<file path="config.mk">
export PLATFORM = sky130hd
export DESIGN_NAME = sipo_deframer_9_bit_flat
export DESIGN_NICKNAME = d
export VERILOG_FILES = /design/src/rtl/sipo_deframer_9_bit_if.sv /design/src/rtl/sipo_deframer_9_bit.sv /design/src/flat_wrapper.sv
export SDC_FILE = /design/constraint.sdc
export NUM_CORES = 1
export LEC_CHECK = 0
export BUFFER_PORTS_ARGS = -buffer_cell sky130_fd_sc_hd__buf_4
export CAP_MARGIN = 20
export CORE_MARGIN = 1
export CORE_UTILIZATION = 35
export DETAILED_ROUTE_END_ITERATION = 6
export GPL_TIMING_DRIVEN = 0
export PLACE_DENSITY = 0.53
export SLEW_MARGIN = 15
export SYNTH_ARGS = -nofsm -noshare
export SYNTH_HDL_FRONTEND = slang
export SYNTH_SLANG_ARGS = --single-unit
export TNS_END_PERCENT = 50
</file>
<file path="constraint.sdc">
create_clock -name clk -period 3 [get_ports clk]
set_input_delay 0.45 -clock clk [delete_from_list [all_inputs] [get_ports clk]]
set_output_delay 0.45 -clock clk [all_outputs]
set_load 0.005 [all_outputs]
</file>
<file path="src/rtl/sipo_deframer_9_bit_if.sv">
// rtl/sipo_deframer_9_bit_if.sv - parallel word output handshake of the deframer
interface sipo_deframer_9_bit_if #(
  parameter int WIDTH = 9
);
  logic [WIDTH-1:0] out_parallel;
  logic             out_valid;
  logic             out_ready;

  // Producer side: the deframer presents words
  modport master (
    output out_parallel,
    output out_valid,
    input  out_ready
  );

  // Consumer side: downstream logic accepts words
  modport slave (
    input  out_parallel,
    input  out_valid,
    output out_ready
  );
endinterface

</file>
<file path="src/rtl/sipo_deframer_9_bit.sv">
// rtl/sipo_deframer_9_bit.sv - LSB-first serial-to-parallel deframer with 2-entry output buffer
module sipo_deframer_9_bit #(
  parameter int WIDTH = 9
) (
  input  logic                      clk,
  input  logic                      rst,
  input  logic                      start,
  input  logic                      in_serial,
  input  logic                      clr_ovf,
  output logic                      busy,
  output logic                      overflow,
  output logic                      frame_err,
  sipo_deframer_9_bit_if.master     out
);
  localparam int CW = $clog2(WIDTH);

  typedef enum logic {IDLE, SHIFT} state_t;

  state_t           state;
  logic [CW-1:0]    cnt;
  logic [WIDTH-1:0] sreg;
  logic [WIDTH-1:0] new_word;
  logic [WIDTH-1:0] tail;
  logic [1:0]       occ;
  logic             push;
  logic             pop;

  // Completion happens when the last bit is sampled; the word is assembled on the fly
  always_comb begin
    push              = (state == SHIFT) && !start && (cnt == CW'(WIDTH - 1));
    new_word          = sreg;
    new_word[WIDTH-1] = in_serial;
  end

  assign pop           = out.out_valid & out.out_ready;
  assign out.out_valid = (occ != 2'd0);

  // Bit-collection FSM; busy mirrors the next state so it is a clean register
  always_ff @(posedge clk or negedge rst) begin
    if (!rst) begin
      state     <= IDLE;
      cnt       <= '0;
      sreg      <= '0;
      busy      <= 1'b0;
      frame_err <= 1'b0;
    end else begin
      frame_err <= 1'b0;
      case (state)
        IDLE: begin
          if (start) begin
            sreg  <= {{(WIDTH-1){1'b0}}, in_serial};
            cnt   <= CW'(1);
            state <= SHIFT;
            busy  <= 1'b1;
          end
        end
        SHIFT: begin
          if (start) begin
            // Abort: drop partial word, this cycle is bit 0 of a new one
            sreg      <= {{(WIDTH-1){1'b0}}, in_serial};
            cnt       <= CW'(1);
            frame_err <= 1'b1;
          end else if (cnt == CW'(WIDTH - 1)) begin
            sreg  <= '0;
            cnt   <= '0;
            state <= IDLE;
            busy  <= 1'b0;
          end else begin
            sreg[cnt] <= in_serial;
            cnt       <= cnt + CW'(1);
          end
        end
        default: begin
          state <= IDLE;
          busy  <= 1'b0;
        end
      endcase
    end
  end

  // Two-entry FIFO: head lives directly in the output register, tail behind it
  always_ff @(posedge clk or negedge rst) begin
    if (!rst) begin
      out.out_parallel <= '0;
      tail             <= '0;
      occ              <= 2'd0;
      overflow         <= 1'b0;
    end else begin
      if (push && (occ == 2'd2) && !pop) begin
        overflow <= 1'b1;
      end else if (clr_ovf) begin
        overflow <= 1'b0;
      end
      case ({push, pop})
        2'b10: begin
          if (occ == 2'd0) begin
            out.out_parallel <= new_word;
            occ              <= 2'd1;
          end else if (occ == 2'd1) begin
            tail <= new_word;
            occ  <= 2'd2;
          end
        end
        2'b01: begin
          if (occ == 2'd1) begin
            out.out_parallel <= '0;
            occ              <= 2'd0;
          end else begin
            out.out_parallel <= tail;
            tail             <= '0;
            occ              <= 2'd1;
          end
        end
        2'b11: begin
          if (occ == 2'd1) begin
            out.out_parallel <= new_word;
          end else begin
            out.out_parallel <= tail;
            tail             <= new_word;
          end
        end
        default: ;
      endcase
    end
  end
endmodule

</file>
<file path="src/flat_wrapper.sv">
// flat-port wrapper written by rule: the top's interface ports become plain ports
module sipo_deframer_9_bit_flat 
#(
  parameter int WIDTH = 9
)
  (clk, rst, start, in_serial, clr_ovf, busy, overflow, frame_err, out_out_parallel, out_out_valid, out_out_ready);
  sipo_deframer_9_bit_if #(.WIDTH(WIDTH)) out_i ();
  input  logic clk;
  input  logic rst;
  input  logic start;
  input  logic in_serial;
  input  logic clr_ovf;
  output logic busy;
  output logic overflow;
  output logic frame_err;
  output wire logic [$bits(out_i.out_parallel)-1:0] out_out_parallel;
  output wire logic [$bits(out_i.out_valid)-1:0] out_out_valid;
  input wire logic [$bits(out_i.out_ready)-1:0] out_out_ready;
  assign out_out_parallel = out_i.out_parallel;
  assign out_out_valid = out_i.out_valid;
  assign out_i.out_ready = out_out_ready;
  sipo_deframer_9_bit #(.WIDTH(WIDTH)) u_core (.clk(clk), .rst(rst), .start(start), .in_serial(in_serial), .clr_ovf(clr_ovf), .busy(busy), .overflow(overflow), .frame_err(frame_err), .out(out_i));
endmodule
</file>
# [After elaboration in Yosys (flattened, before gate mapping)]
# Index checks and enable logic that the tools add are counted.
[classes] n_addsub=1 magnitude_cmp=2 n_eq_ne=14 n_mux=34 bitwise=2 reduce_logical=16
[ops] operator="9-bit 2-to-1 mux" count=9
[ops] operator="9-bit one-hot mux with 3 select lines" count=2
[ops] operator="9-bit one-hot mux with 2 select lines" count=1
[ops] operator="4-bit 2-to-1 mux" count=3
[ops] operator="2-bit inequality test (second input constant)" count=6
[ops] operator="1-bit 2-to-1 mux" count=11
[ops] operator="9-bit bitwise mux" count=1
[ops] operator="4-bit one-hot mux with 2 select lines" count=1
[ops] operator="2-bit equality test (second input constant)" count=3
[ops] operator="2-bit nonzero test" count=3
[ops] operator="1-bit logical AND" count=5
[ops] operator="4-bit by 5-bit < comparator with 1-bit output (second input constant)" count=1
[ops] operator="4-bit by 1-bit adder with 4-bit output (second input constant)" count=1
[ops] operator="1-bit demux with 4-bit select" count=1
[ops] operator="2-bit by 1-bit equality test with 1-bit output (second input constant)" count=2
[ops] operator="4-bit equality test (second input constant)" count=1
[ops] operator="4-bit by 1-bit >= comparator with 1-bit output (second input constant)" count=1
[ops] operator="2-bit 2-to-1 mux" count=2
[ops] operator="1-bit one-hot mux with 2 select lines" count=2
[ops] operator="2-bit one-hot mux with 2 select lines" count=1
[ops] operator="2-bit AND reduction" count=2
[ops] operator="4-bit AND reduction" count=1
[ops] operator="3-bit by 1-bit inequality test with 1-bit output (second input constant)" count=1
[ops] operator="3-bit AND reduction" count=1
[ops] operator="other kinds (6)" count=7
[word_totals] reg_bits=37 inputBits=6 output_inout_bits=13 elab_cells=78

# [Logic depth before layout (Yosys ltp)]
# Gate-level depths: netlist of the first run.
[depth] depth_word=8 depth_mapped=10 depth_no_buf=9

# [Worst setup path after synthesis of the first run]
# Ideal clock, no wire load.
[synth_path] kind="reg2reg" from="reg u_core.cnt[0]" to="reg u_core.tail[0]" setup_ns=0.069 arrival_ns=2.580 required_time_ns=2.931 path_slack_ns=0.351 stages_incl_launch_ff=10 n_path_buf=0 period_less_slack_ns=2.649 cell_sequence="dfrtp_1 -> inv_1 -> ha_1 -> nand4b_1 -> nor2_1 -> inv_1 -> ha_1 -> or3b_2 -> a31oi_4 -> a32o_1"
[synth_between] elab_chain_cells=5 elab_cells_between_ends=11 cone_classes="eq/ne: 7; mux: 1; reduce/logical: 3"
[synth_lines] element="from (decl)" line="sipo_deframer_9_bit.sv:20" rtl="logic [CW-1:0] cnt;"
[synth_lines] element="from (signal assigned)" line="sipo_deframer_9_bit.sv:70" rtl="cnt <= cnt + CW'(1);"
[synth_lines] element="4-bit equality test *" line="sipo_deframer_9_bit.sv:30" rtl="push = (state == SHIFT) && !start && (cnt == CW'(WIDTH - 1));"
[synth_lines] element="1-bit logical AND *" line="sipo_deframer_9_bit.sv:30"
[synth_lines] element="2-bit equality test / 2-bit by 1-bit equality test with 1-bit output (equally long branches)" line="sipo_deframer_9_bit.sv:94" rtl="case ({push, pop})"
[synth_lines] element="2-bit inequality test (no source line) / 3-bit nonzero test (equally long branches)"
[synth_lines] element="4-bit AND reduction (no source line)"
[synth_lines] element="to (signal assigned)" line="sipo_deframer_9_bit.sv:100" rtl="tail <= new_word;"
[synth_lines] element="to (signal assigned)" line="sipo_deframer_9_bit.sv:119" rtl="tail <= new_word;"
[synth_lines] element="to (decl)" line="sipo_deframer_9_bit.sv:23" rtl="logic [WIDTH-1:0] tail;"
# Every way passes the cells marked *; elsewhere a longest branch is shown, timed or not.
# A chain may end at the register's enable or synchronous reset.

# [Final worst setup path of the first run]
[layout_path] from="reg u_core.cnt[0]" to="reg u_core.tail[2]"
# Same word-level chain as after synthesis.

==> results.txt, run 1 <==
# hold bufs at CTS: 0
Async set-reset flop share out of synthesis: 100%
Die span in y: 77.3 um
Worst-path fanout max: 10
Core ar.: 5470 um2
Setup ws final: 249 ps
Worst Hold Slack: 103 ps
CTS Buf Count: 5
Slowest cell on crit path: dfrtp_1
Period minus WS final: 2750 ps
Wl on met1: 2490 um
Mapped Avg Cell Area: 10.4 um2
Maximum vdd drop: 0.230 mV
CTS root buffer: clkbuf_8
Clock Skews: 12.7 ps
First-pass GRT wire length: 8450 um
Detailed Route WL: 4910 um
Starting Density: 36.3%
PortBufs: 17
Wire per inst: 17.0 um
Vias in the first global route: 1,637
RSZ-0062 raised after global routing: no
Max-Cap Viols: 0
DR DRC count: 0
Met2 wire len: 2120 um
Worst-path clk slew: 90 ps
Clock sink total: 36
Most frequent cells in the layout: 36 x dfrtp_1, 20 x a32o_1, 19 x buf_4
Layout cells sized above 1: 20.7%
Slew headroom: 60.3%
CP cell instances: inv_1 -> ha_1 -> nand4b_1 -> nor2_4 -> inv_1 -> ha_1 -> clkbuf_1 -> nor4b_2 -> o21bai_2 -> a32o_1
Post-synth top area share: 45.4%
Total power per unit cell area: 699 nW/um2
Die area: 5980 um2
Fraction of the cycle the final worst path needs: 91.7%
Hpwl dp: 3370 um
Setup crit end kind: register
Commonest non-fill, non-tap cell in the layout: dfrtp_1
Crit Path Class: register to register
Largest net degree at the start of global routing: 37
Max Fclk: 0.363 GHz
Finished Core Util: 42.8%
# diodes: 0
Final hold violation count: 0
CTS max path bufs: 2
Register area share after synthesis: 45.4%
Vias per inst: 5.66
Initial DRC Count: 133
Tot Pwr: 1.64 mW
Dpl ws: -398 ps
Flop2flop setup slack: 250 ps
Die width: 77.3 um
Hold Crit Class: input port to async pin
WP data required: 3200 ps
Startpoint Class: register
Synth-to-Final Area Change: 17.8%
Synthesized area: 1990 um2
Initial antenna violation count: 0
Total Neg Setup Slack: 0 ps
Post-synth EDFFs: 0
Worst-Margin Slew: 595 ps
Top layer in use: met4
Vias: 1,635
Row count: 27
Yosys cell types: 44
Cells after Synth: 191
Worst path arrival time: 2950 ps
# setup viols final: 0
Drt first pass iters: 5
IO Pins: 19
Worst-Skew Late Latency: 300 ps
Layout Nets: 231
Routed met3 length: 171 um
Final Wtd Congestion: 0.800
Area leader, netlist: dfrtp_1
Ys flop type: dfrtp_1
Final ANT Viol Nets: 0
Congestion Overflow GR: 0
Fin. max-slew vios: 0
Cell family with most CP delay: simple AND/OR/NAND/NOR gates
Yosys Warn Count: 0
Buf+Inv Stages, Crit Path: 3
Syn Nets: 206
CTS H-tree depth: 2
CP max stage delay: 460 ps
Status: complete, no violations
FF+latch count, synth: 36
Total GRT Usage: 18.6%
Leak pwr: 0.992 nW
CTS tree: yes
Synth top area cells: dfrtp_1 45%, a32o_1 10%, ha_1 5.7%
[state kept, by name, indices dropped and copies added (netlist names)]
register	cells
u_core.cnt	4
u_core.state	1
u_core.busy	1
u_core.out.out_parallel	9
u_core.frame_err	1
u_core.sreg	8
u_core.occ	2
u_core.tail	9
u_core.overflow	1
[power breakdown]
part | internal, mW | total (mW) | switching [mW]
combinational | 0.246 | 0.547 | 0.302
clock | 0.246 | 0.445 | 0.198
sequential | 0.569 | 0.643 | 0.0743
[worst register-to-register path: stages, from the launching register on]
cell and delay, ps:
dfrtp_1 460, inv_1 120, ha_1 290, nand4b_1 240, nor2_4 210, inv_1 80
ha_1 230, clkbuf_1 250, nor4b_2 340, o21bai_2 190, a32o_1 250
[cell type report]
type                    instances  area [um2]
inverters                      10        37.5
clock inverters                 3        42.5
flip-flops and latches         36         901
well taps                      72        90.1
fillers                       557        3130
plain buffers                  12        53.8
clock buffers                   5        68.8
multi-input cells             133        1010
repair buffers                 18         135
[synth_stat cells, types with 2 or more instances]
| cell type | instances |
|---|---|
| o21ai_0 | 6 |
| and3_1 | 3 |
| o32a_1 | 3 |
| clkbuf_1 | 6 |
| mux2_2 | 3 |
| nand3b_1 | 3 |
| ha_1 | 9 |
| nor2_1 | 5 |
| o211ai_1 | 4 |
| o31a_1 | 3 |
| a211oi_1 | 6 |
| nor2b_1 | 3 |
| nand2_1 | 13 |
| or3b_2 | 2 |
| nor3_1 | 5 |
| and2_1 | 2 |
| nand2b_1 | 2 |
| or2_2 | 3 |
| buf_2 | 4 |
| dfrtp_1 | 36 |
| a32o_1 | 20 |
| a31oi_1 | 3 |
| o21bai_1 | 2 |
| a21oi_1 | 8 |
| o22ai_1 | 3 |
| nand3_1 | 7 |
| inv_1 | 9 |
| and4b_1 | 2 |
[routing by layer]
layer | vias up | GRT usage (%)
li1 | 784 | -
met1 | 809 | 26.9
met2 | 30 | 25.7
met3 | 12 | 5.36
met4 | 0 | 7.55
met5 | - | 0
[cells by family after synthesis]
family	Yosys count	synth area share, %
AO/OA/AOI/OAI	66	27.0
AND/OR/NAND/NOR	54	15.1
flip-flops	36	45.4
buffers and inverters	22	4.60
adder cells (fa/ha/maj)	9	5.67
multiplexers	4	2.21
[repair_timing]
item / 4_1_cts / 5_1_grt
endpoints found under the setup margin: 13 / 9
gates resized for setup: 1 / 3
gates cloned: 0 / 0
setup buffers: 1 / 0
pin swaps: 1 / 0
[worst paths after layout]
path / from / to / cells after the start
min: rst / u_core.out.out_parallel[0] / 1
min reg2reg: u_core.tail[3] / u_core.tail[3] / 1
max reg2reg: u_core.cnt[0] / u_core.tail[2] / 10
min in group clk: clr_ovf / u_core.overflow / 3
max in group asynchronous: rst / u_core.overflow / 1
max: u_core.cnt[0] / u_core.tail[2] / 10
[per-stage QoR]
step | cells | area, um2
floorplan | 191 | 1990
global placement | 280 | 2200
detailed placement | 280 | 2200
CTS | 289 | 2320
global route | 289 | 2340
finish | 289 | 2340
Note: power is estimated with default switching activity, not from simulation.
==> inputs of run 2 (changes only) <==
--- a/config.mk
+++ b/config.mk
@@ -12,6 +12,7 @@
 export DETAILED_ROUTE_END_ITERATION = 6
 export GPL_TIMING_DRIVEN = 0
 export PLACE_DENSITY = 0.53
+export REMOVE_ABC_BUFFERS = 1
 export SLEW_MARGIN = 15
 export SYNTH_ARGS = -nofsm -noshare
 export SYNTH_HDL_FRONTEND = slang
==> results.txt, run 2 (same netlist as run 1, synthesis figures left out) <==
Internal: 1.01 mW (was 1.06 mW)
Max-Cap Viols: 0 (unchanged)
Worst-path fanout max: 12 (was 10)
Period minus WS final: 2800 ps (was 2750 ps)
Final ANT Viol Nets: 0 (unchanged)
Tot Pwr: 1.56 mW (was 1.64 mW)
CTS max path bufs: 2 (unchanged)
Wire per inst: 17.1 um (was 17.0 um)
Sequential power share: 43.1% (was 39.3%)
Vias in the first global route: 1,505 (was 1,637)
Worst-Skew Late Latency: 290 ps (was 300 ps)
Hpwl dp: 3250 um (was 3370 um)
Startpoint Class: register (unchanged)
CP cell instances: inv_1 -> ha_2 -> nand4b_1 -> nor2_4 -> inv_1 -> ha_2 -> or3b_2 -> a31oi_2 -> a32o_1 (was inv_1 -> ha_1 -> nand4b_1 -> nor2_4 -> inv_1 -> ha_1 -> clkbuf_1 -> nor4b_2 -> o21bai_2 -> a32o_1)
Congestion Overflow GR: 0 (unchanged)
Maximum vdd drop: 0.254 mV (was 0.230 mV)
Final Wtd Congestion: 0.804 (was 0.800)
CP max stage delay: 560 ps (was 460 ps)
RSZ-0062 raised after global routing: no (unchanged)
Worst Hold Slack: 110 ps (was 103 ps)
Clock Skews: 2.63 ps (was 12.7 ps)
Initial DRC Count: 150 (was 133)
Initial antenna violation count: 0 (unchanged)
Placed Area: 2160 um2 (was 2200 um2)
Cell family with most CP delay: simple AND/OR/NAND/NOR gates (unchanged)
IO Pins: 19 (unchanged)
# hold bufs at CTS: 0 (unchanged)
Max Fclk: 0.357 GHz (was 0.363 GHz)
Final hold violation count: 0 (unchanged)
Total GRT Usage: 16.8% (was 18.6%)
Slew headroom: 49.6% (was 60.3%)
Clock share of power: 24.0% (was 27.2%)
Psw: 0.548 mW (was 0.575 mW)
PortBufs: 18 (was 17)
Vias: 1,638 (was 1,635)
Fin. max-slew vios: 0 (unchanged)
Worst-Margin Slew: 754 ps (was 595 ps)
Clock sink total: 36 (unchanged)
Flop2flop setup slack: 200 ps (was 250 ps)
Layout Nets: 221 (was 231)
Worst reg2reg path depth: 9 (was 10)
Die width: 77.3 um (unchanged)
Vias per inst: 5.89 (was 5.66)
Inst Count DP: 269 (was 280)
Crit Path Class: register to register (unchanged)
Total power per unit cell area: 681 nW/um2 (was 699 nW/um2)
Top Registers: u_core.out.out_parallel: 9 flops, u_core.tail: 9 flops, u_core.sreg: 8 flops (unchanged)
WP data required: 3220 ps (was 3200 ps)
CTS tree: yes (unchanged)
Most frequent cells in the layout: 36 x dfrtp_1, 20 x a32o_1, 19 x buf_4 (unchanged)
Design area: 2290 um2 (was 2340 um2)
Commonest non-fill, non-tap cell in the layout: dfrtp_1 (unchanged)
Core ar.: 5470 um2 (unchanged)
Layout cells sized above 1: 19.9% (was 20.7%)
Fill count: 563 (was 557)
R2r endpoint: u_core.tail[8] (was u_core.tail[2])
Fraction of the cycle the final worst path needs: 93.3% (was 91.7%)
# setup viols final: 0 (unchanged)
CTS Buf Count: 5 (unchanged)
# diodes: 0 (unchanged)
Fin cells: 278 (was 289)
Sw Ratio: 35.2% (was 35.1%)
Starting Density: 36.3% (unchanged)
Buf+Inv Stages, Crit Path: 2 (was 3)
Slowest cell on crit path: or3b_2 (was dfrtp_1)
Synth-to-Final Area Change: 15.1% (was 17.8%)
Finished Core Util: 41.8% (was 42.8%)
CTS H-tree depth: 2 (unchanged)
Die span in y: 77.3 um (unchanged)
Worst-path clk slew: 70 ps (was 90 ps)
Largest net degree at the start of global routing: 37 (unchanged)
DR DRC count: 0 (unchanged)
Row count: 27 (unchanged)
Hold Crit Class: input port to async pin (unchanged)
Status: complete, no violations (unchanged)
Leak pwr: 0.966 nW (was 0.992 nW)
Detailed Route WL: 4750 um (was 4910 um)
Logic gate share of total power: 32.9% (was 33.5%)
Drt first pass iters: 4 (was 5)
Reg2reg start: u_core.cnt[0] (unchanged)
Worst path arrival time: 3020 ps (was 2950 ps)
Setup crit end kind: register (unchanged)
Die area: 5980 um2 (unchanged)
First-pass GRT wire length: 7790 um (was 8450 um)
CTS root buffer: clkbuf_8 (unchanged)
run 2: changes by cell type in the layout (fill, tap and decap cells not counted), sizes merged:
cell,before,now
buf,24,19
clkbuf,11,7
a31oi,4,5
bufinv,1,0
clkinv,2,1
clkinvlp,1,0
run 2: power by group through the flow:
| stage | sequential (mW) | combinational [mW] | clock [mW] |
|---|---|---|---|
| finish | 0.671 | 0.512 | 0.374 |
| global route | 0.688 | 0.562 | 0.404 |
| CTS | 0.670 | 0.490 | 0.386 |
| detailed placement | 0.680 | 0.487 | 0 |
| global placement | 0.674 | 0.473 | 0 |
| floorplan | 0.654 | 0.304 | 0 |
run 2: layer usage:
metal / routed length [um] / global-route usage [%] / vias up
met5: 0 / 0 / -
met4: 61 / 5.66 / 0
met3: 230 / 3.57 / 7
met2: 2230 / 26.5 / 38
met1: 2230 / 22.6 / 821
li1: - / - / 772
run 2: worst max path at each step:
stage | startpoint | to | slack (ps) | depth (start not counted)
2_1_floorplan | u_core.cnt[0] | u_core.tail[0] | 250 | 9
3_3_place_gp | u_core.cnt[0] | u_core.tail[7] | -360 | 9
3_5_place_dp | u_core.cnt[0] | u_core.tail[3] | -420 | 9
4_1_cts | u_core.cnt[0] | u_core.tail[3] | 20 | 9
5_1_grt | u_core.cnt[0] | u_core.tail[8] | 40 | 9
6_report | u_core.cnt[0] | u_core.tail[8] | 200 | 9
run 2: area by class of cell:
type                       instances  area (um2)  share of cell area, %
sequential                        36         901                   39.4
tap                               72        90.1                   3.94
timing repair buffer              19         143                   6.24
clock buffer                       7        96.3                   4.21
multi-input combinational        134        1020                   44.6
inverter                          10        37.5                   1.64
run 2: what timing repair did:
action,4_1_cts,5_1_grt
gates cloned,0,1
buffers inserted,1,0
endpoints found under the setup margin,11,9
pin swaps,0,1
resized for setup,1,3
run 2: metrics by stage:
step | setup TNS (ps) | worst slack [ps]
global route | 0 | 43.7
detailed placement | -3990 | -420
floorplan | 0 | 252
global placement | -3350 | -358
CTS | 0 | 19.2
finish | 0 | 200
==> inputs of run 3 (changes only) <==
--- a/config.mk
+++ b/config.mk
@@ -5,13 +5,15 @@
 export SDC_FILE = /design/constraint.sdc
 export NUM_CORES = 1
 export LEC_CHECK = 0
+export ABC_AREA = 1
+export ABC_CLOCK_PERIOD_IN_PS = 3000
 export BUFFER_PORTS_ARGS = -buffer_cell sky130_fd_sc_hd__buf_4
 export CAP_MARGIN = 20
 export CORE_MARGIN = 1
 export CORE_UTILIZATION = 35
 export DETAILED_ROUTE_END_ITERATION = 6
 export GPL_TIMING_DRIVEN = 0
-export PLACE_DENSITY = 0.53
+export PLACE_DENSITY = 0.52
 export REMOVE_ABC_BUFFERS = 1
 export SLEW_MARGIN = 15
 export SYNTH_ARGS = -nofsm -noshare
==> results.txt, run 3 <==
Synth top area cells: dfrtp_1 40%, nand2_1 20%, nand3_1 8.3% (was dfrtp_1 45%, a32o_1 10%, ha_1 5.7%)
Crit Path Class: register to register (unchanged)
Initial DRC Count: 131 (was 150)
Worst path arrival time: 2780 ps (was 3020 ps)
Max Fclk: 0.382 GHz (was 0.357 GHz)
Die area: 6730 um2 (was 5980 um2)
Detailed Route WL: 4950 um (was 4750 um)
Cell family with most CP delay: flip-flops (was simple AND/OR/NAND/NOR gates)
Largest net degree at the start of global routing: 37 (unchanged)
Most frequent cell after synthesis: nand2_1 (was dfrtp_1)
RSZ-0062 raised after global routing: no (unchanged)
Seq. cell area: 901 um2 (unchanged)
PortBufs: 18 (unchanged)
Area leader, netlist: dfrtp_1 (unchanged)
Buf+Inv Stages, Crit Path: 2 (unchanged)
Layout Nets: 346 (was 221)
Mapped Avg Cell Area: 7.16 um2 (was 10.4 um2)
Inst Count DP: 396 (was 269)
Async set-reset flop share out of synthesis: 100% (unchanged)
Maximum vdd drop: 0.293 mV (was 0.254 mV)
Post-synth EDFFs: 0 (unchanged)
Vias per inst: 4.78 (was 5.89)
Drt first pass iters: 4 (unchanged)
CTS tree: yes (unchanged)
Synthesized area: 2240 um2 (was 1990 um2)
Wire per inst: 12.2 um (was 17.1 um)
Cells after Synth: 313 (was 191)
Total Neg Setup Slack: 0 ps (unchanged)
Hpwl dp: 3470 um (was 3250 um)
Clock sink total: 36 (unchanged)
Slew headroom: 48.6% (was 49.6%)
Initial antenna violation count: 0 (unchanged)
# setup viols final: 0 (unchanged)
Die span in y: 82.0 um (was 77.3 um)
Congestion Overflow GR: 0 (unchanged)
Die width: 82.0 um (was 77.3 um)
Vias in the first global route: 1,807 (was 1,505)
CP max stage delay: 780 ps (was 560 ps)
Total GRT Usage: 16.5% (was 16.8%)
Fin cells: 406 (was 278)
Yosys Warn Count: 0 (unchanged)
DR DRC count: 0 (unchanged)
Total power per unit cell area: 626 nW/um2 (was 681 nW/um2)
Fill count: 660 (was 563)
Worst-path fanout max: 15 (was 12)
Final ANT Viol Nets: 0 (unchanged)
Register area share after synthesis: 40.2% (was 45.4%)
Setup ws final: 381 ps (was 200 ps)
Vias: 1,941 (was 1,638)
Slowest cell on crit path: dfrtp_1 (was or3b_2)
Max-Cap Viols: 0 (unchanged)
Fraction of the cycle the final worst path needs: 87.3% (was 93.3%)
Final hold violation count: 0 (unchanged)
Area of the multi-input gates: 1140 um2 (was 1020 um2)
# hold bufs at CTS: 0 (unchanged)
CTS max path bufs: 2 (unchanged)
Commonest non-fill, non-tap cell in the layout: nand2_1 (was dfrtp_1)
CTS root buffer: clkbuf_8 (unchanged)
R2r endpoint: u_core.tail[1] (was u_core.tail[8])
Startpoint Class: register (unchanged)
Leak pwr: 1.33 nW (was 0.966 nW)
Worst-Skew Late Latency: 280 ps (was 290 ps)
Hold Crit Class: input port to async pin (unchanged)
Flop2flop setup slack: 380 ps (was 200 ps)
Fin. max-slew vios: 0 (unchanged)
Status: complete, no violations (unchanged)
CTS H-tree depth: 2 (unchanged)
Reg2reg start: u_core.occ[0] (was u_core.cnt[0])
Core ar.: 6060 um2 (was 5470 um2)
IO Pins: 19 (unchanged)
Worst reg2reg path depth: 9 (unchanged)
Yosys cell types: 27 (was 44)
First-pass GRT wire length: 8460 um (was 7790 um)
Starting Density: 37.0% (was 36.3%)
Worst-Margin Slew: 768 ps (was 754 ps)
Dpl ws: 115 ps (was -420 ps)
Top Registers: u_core.out.out_parallel: 9 flops, u_core.tail: 9 flops, u_core.sreg: 8 flops (unchanged)
Period minus WS final: 2620 ps (was 2800 ps)
Row count: 28 (was 27)
# diodes: 0 (unchanged)
Final Wtd Congestion: 0.823 (was 0.804)
WP data required: 3170 ps (was 3220 ps)
FF+latch count, synth: 36 (unchanged)
CTS Buf Count: 5 (unchanged)
CP cell instances: nor2_4 -> nor2_2 -> ha_1 -> nor2_1 -> inv_1 -> a21oi_4 -> buf_4 -> nand2_1 -> o21ai_0 (was inv_1 -> ha_2 -> nand4b_1 -> nor2_4 -> inv_1 -> ha_2 -> or3b_2 -> a31oi_2 -> a32o_1)
Synth-to-Final Area Change: 11.9% (was 15.1%)
Post-synth top area share: 40.2% (was 45.4%)
Setup crit end kind: register (unchanged)
Layout cells sized above 1: 13.0% (was 19.9%)
Most frequent cells in the layout: 117 x nand2_1, 37 x nand3_1, 36 x dfrtp_1 (was 36 x dfrtp_1, 20 x a32o_1, 19 x buf_4)
Worst-path clk slew: 70 ps (about the same)
Post-synth top cells: 117 x nand2_1, 37 x nand3_1, 36 x dfrtp_1 (was 36 x dfrtp_1, 20 x a32o_1, 13 x nand2_1)
Clock Skews: 3.68 ps (was 2.63 ps)
Ys flop type: dfrtp_1 (unchanged)
-- run 3: changes by cell type in the layout (fill, tap and decap cells not counted), sizes merged, moves of 14 or more --
cell   change
o21ai     +14
nand2    +107
nor2      +15
inv       +28
nand3     +31
a32o      -20
-- run 3: cells by family (layout without fill, tap and decap cells) --
kind of cell	after synthesis	after routing	share of synthesized area [%]
AND/OR/NAND/NOR	180	180	34.2
XOR/XNOR	2	2	0.781
AO/OA/AOI/OAI	39	39	10.9
buffers and inverters	47	65	8.98
adder cells (fa/ha/maj)	9	9	5.02
flip-flops	36	36	40.2
-- run 3: worst max path at each step --
stage,startpoint,to,slack (ps),cells after the start
finish,u_core.occ[0],u_core.tail[1],380,9
global route,u_core.occ[0],u_core.out.out_parallel[1],160,9
CTS,u_core.cnt[0],u_core.tail[4],110,12
detailed placement,u_core.cnt[0],u_core.tail[0],110,12
global placement,u_core.cnt[0],u_core.tail[0],130,12
floorplan,u_core.cnt[0],u_core.tail[0],680,12
-- run 3: power breakdown --
part	internal (mW)	total (mW)	switching (mW)	leakage, nW
logic	0.211	0.572	0.361	0.813
registers	0.569	0.674	0.105	0.474
clock network	0.158	0.323	0.166	0.0410
-- run 3: layout make-up --
cell class	count	share of cell area, %
Timing Repair Buffer	21	6.28
Sequential cell	36	35.9
Clock inverter	1	0.200
Clock buffer	6	2.89
Tap cell	75	3.74
Multi-Input combinational cell	230	45.4
Inverter	37	5.54
-- run 3: timing repair --
action	4_1_cts	5_1_grt
buffers inserted	0	3
gates resized for setup	0	0
endpoints found under the setup margin	0	4
-- run 3: layer usage --
| layer | track usage (%) | routed length (um) | vias to the layer above |
|---|---|---|---|
| li1 | - | - | 1025 |
| met5 | 0 | 0 | - |
| met1 | 22.3 | 2490 | 871 |
| met4 | 5.44 | 38 | 0 |
| met2 | 26.2 | 2200 | 41 |
| met3 | 3.33 | 229 | 4 |
-- run 3: per-stage QoR --
stage | total power [mW] | hold WS [ps] | util [%] | cell area (um2)
2_1_floorplan | 1.03 | 154 | - | 2180
4_1_cts | 1.58 | 131 | 41.0 | 2490
3_3_place_gp | 1.24 | 445 | 39.7 | 2410
3_5_place_dp | 1.24 | 442 | 39.7 | 2410
5_1_grt | 1.70 | 157 | 41.4 | 2510
6_report | 1.57 | 118 | 41.4 | 2510
-- run 3: worst register-to-register path, stage by stage, from the launching register on --
cell and delay, ps:
dfrtp_1 780, nor2_4 130, nor2_2 440, ha_1 490
nor2_1 110, inv_1 130, a21oi_4 80, buf_4 190
nand2_1 70, o21ai_0 70
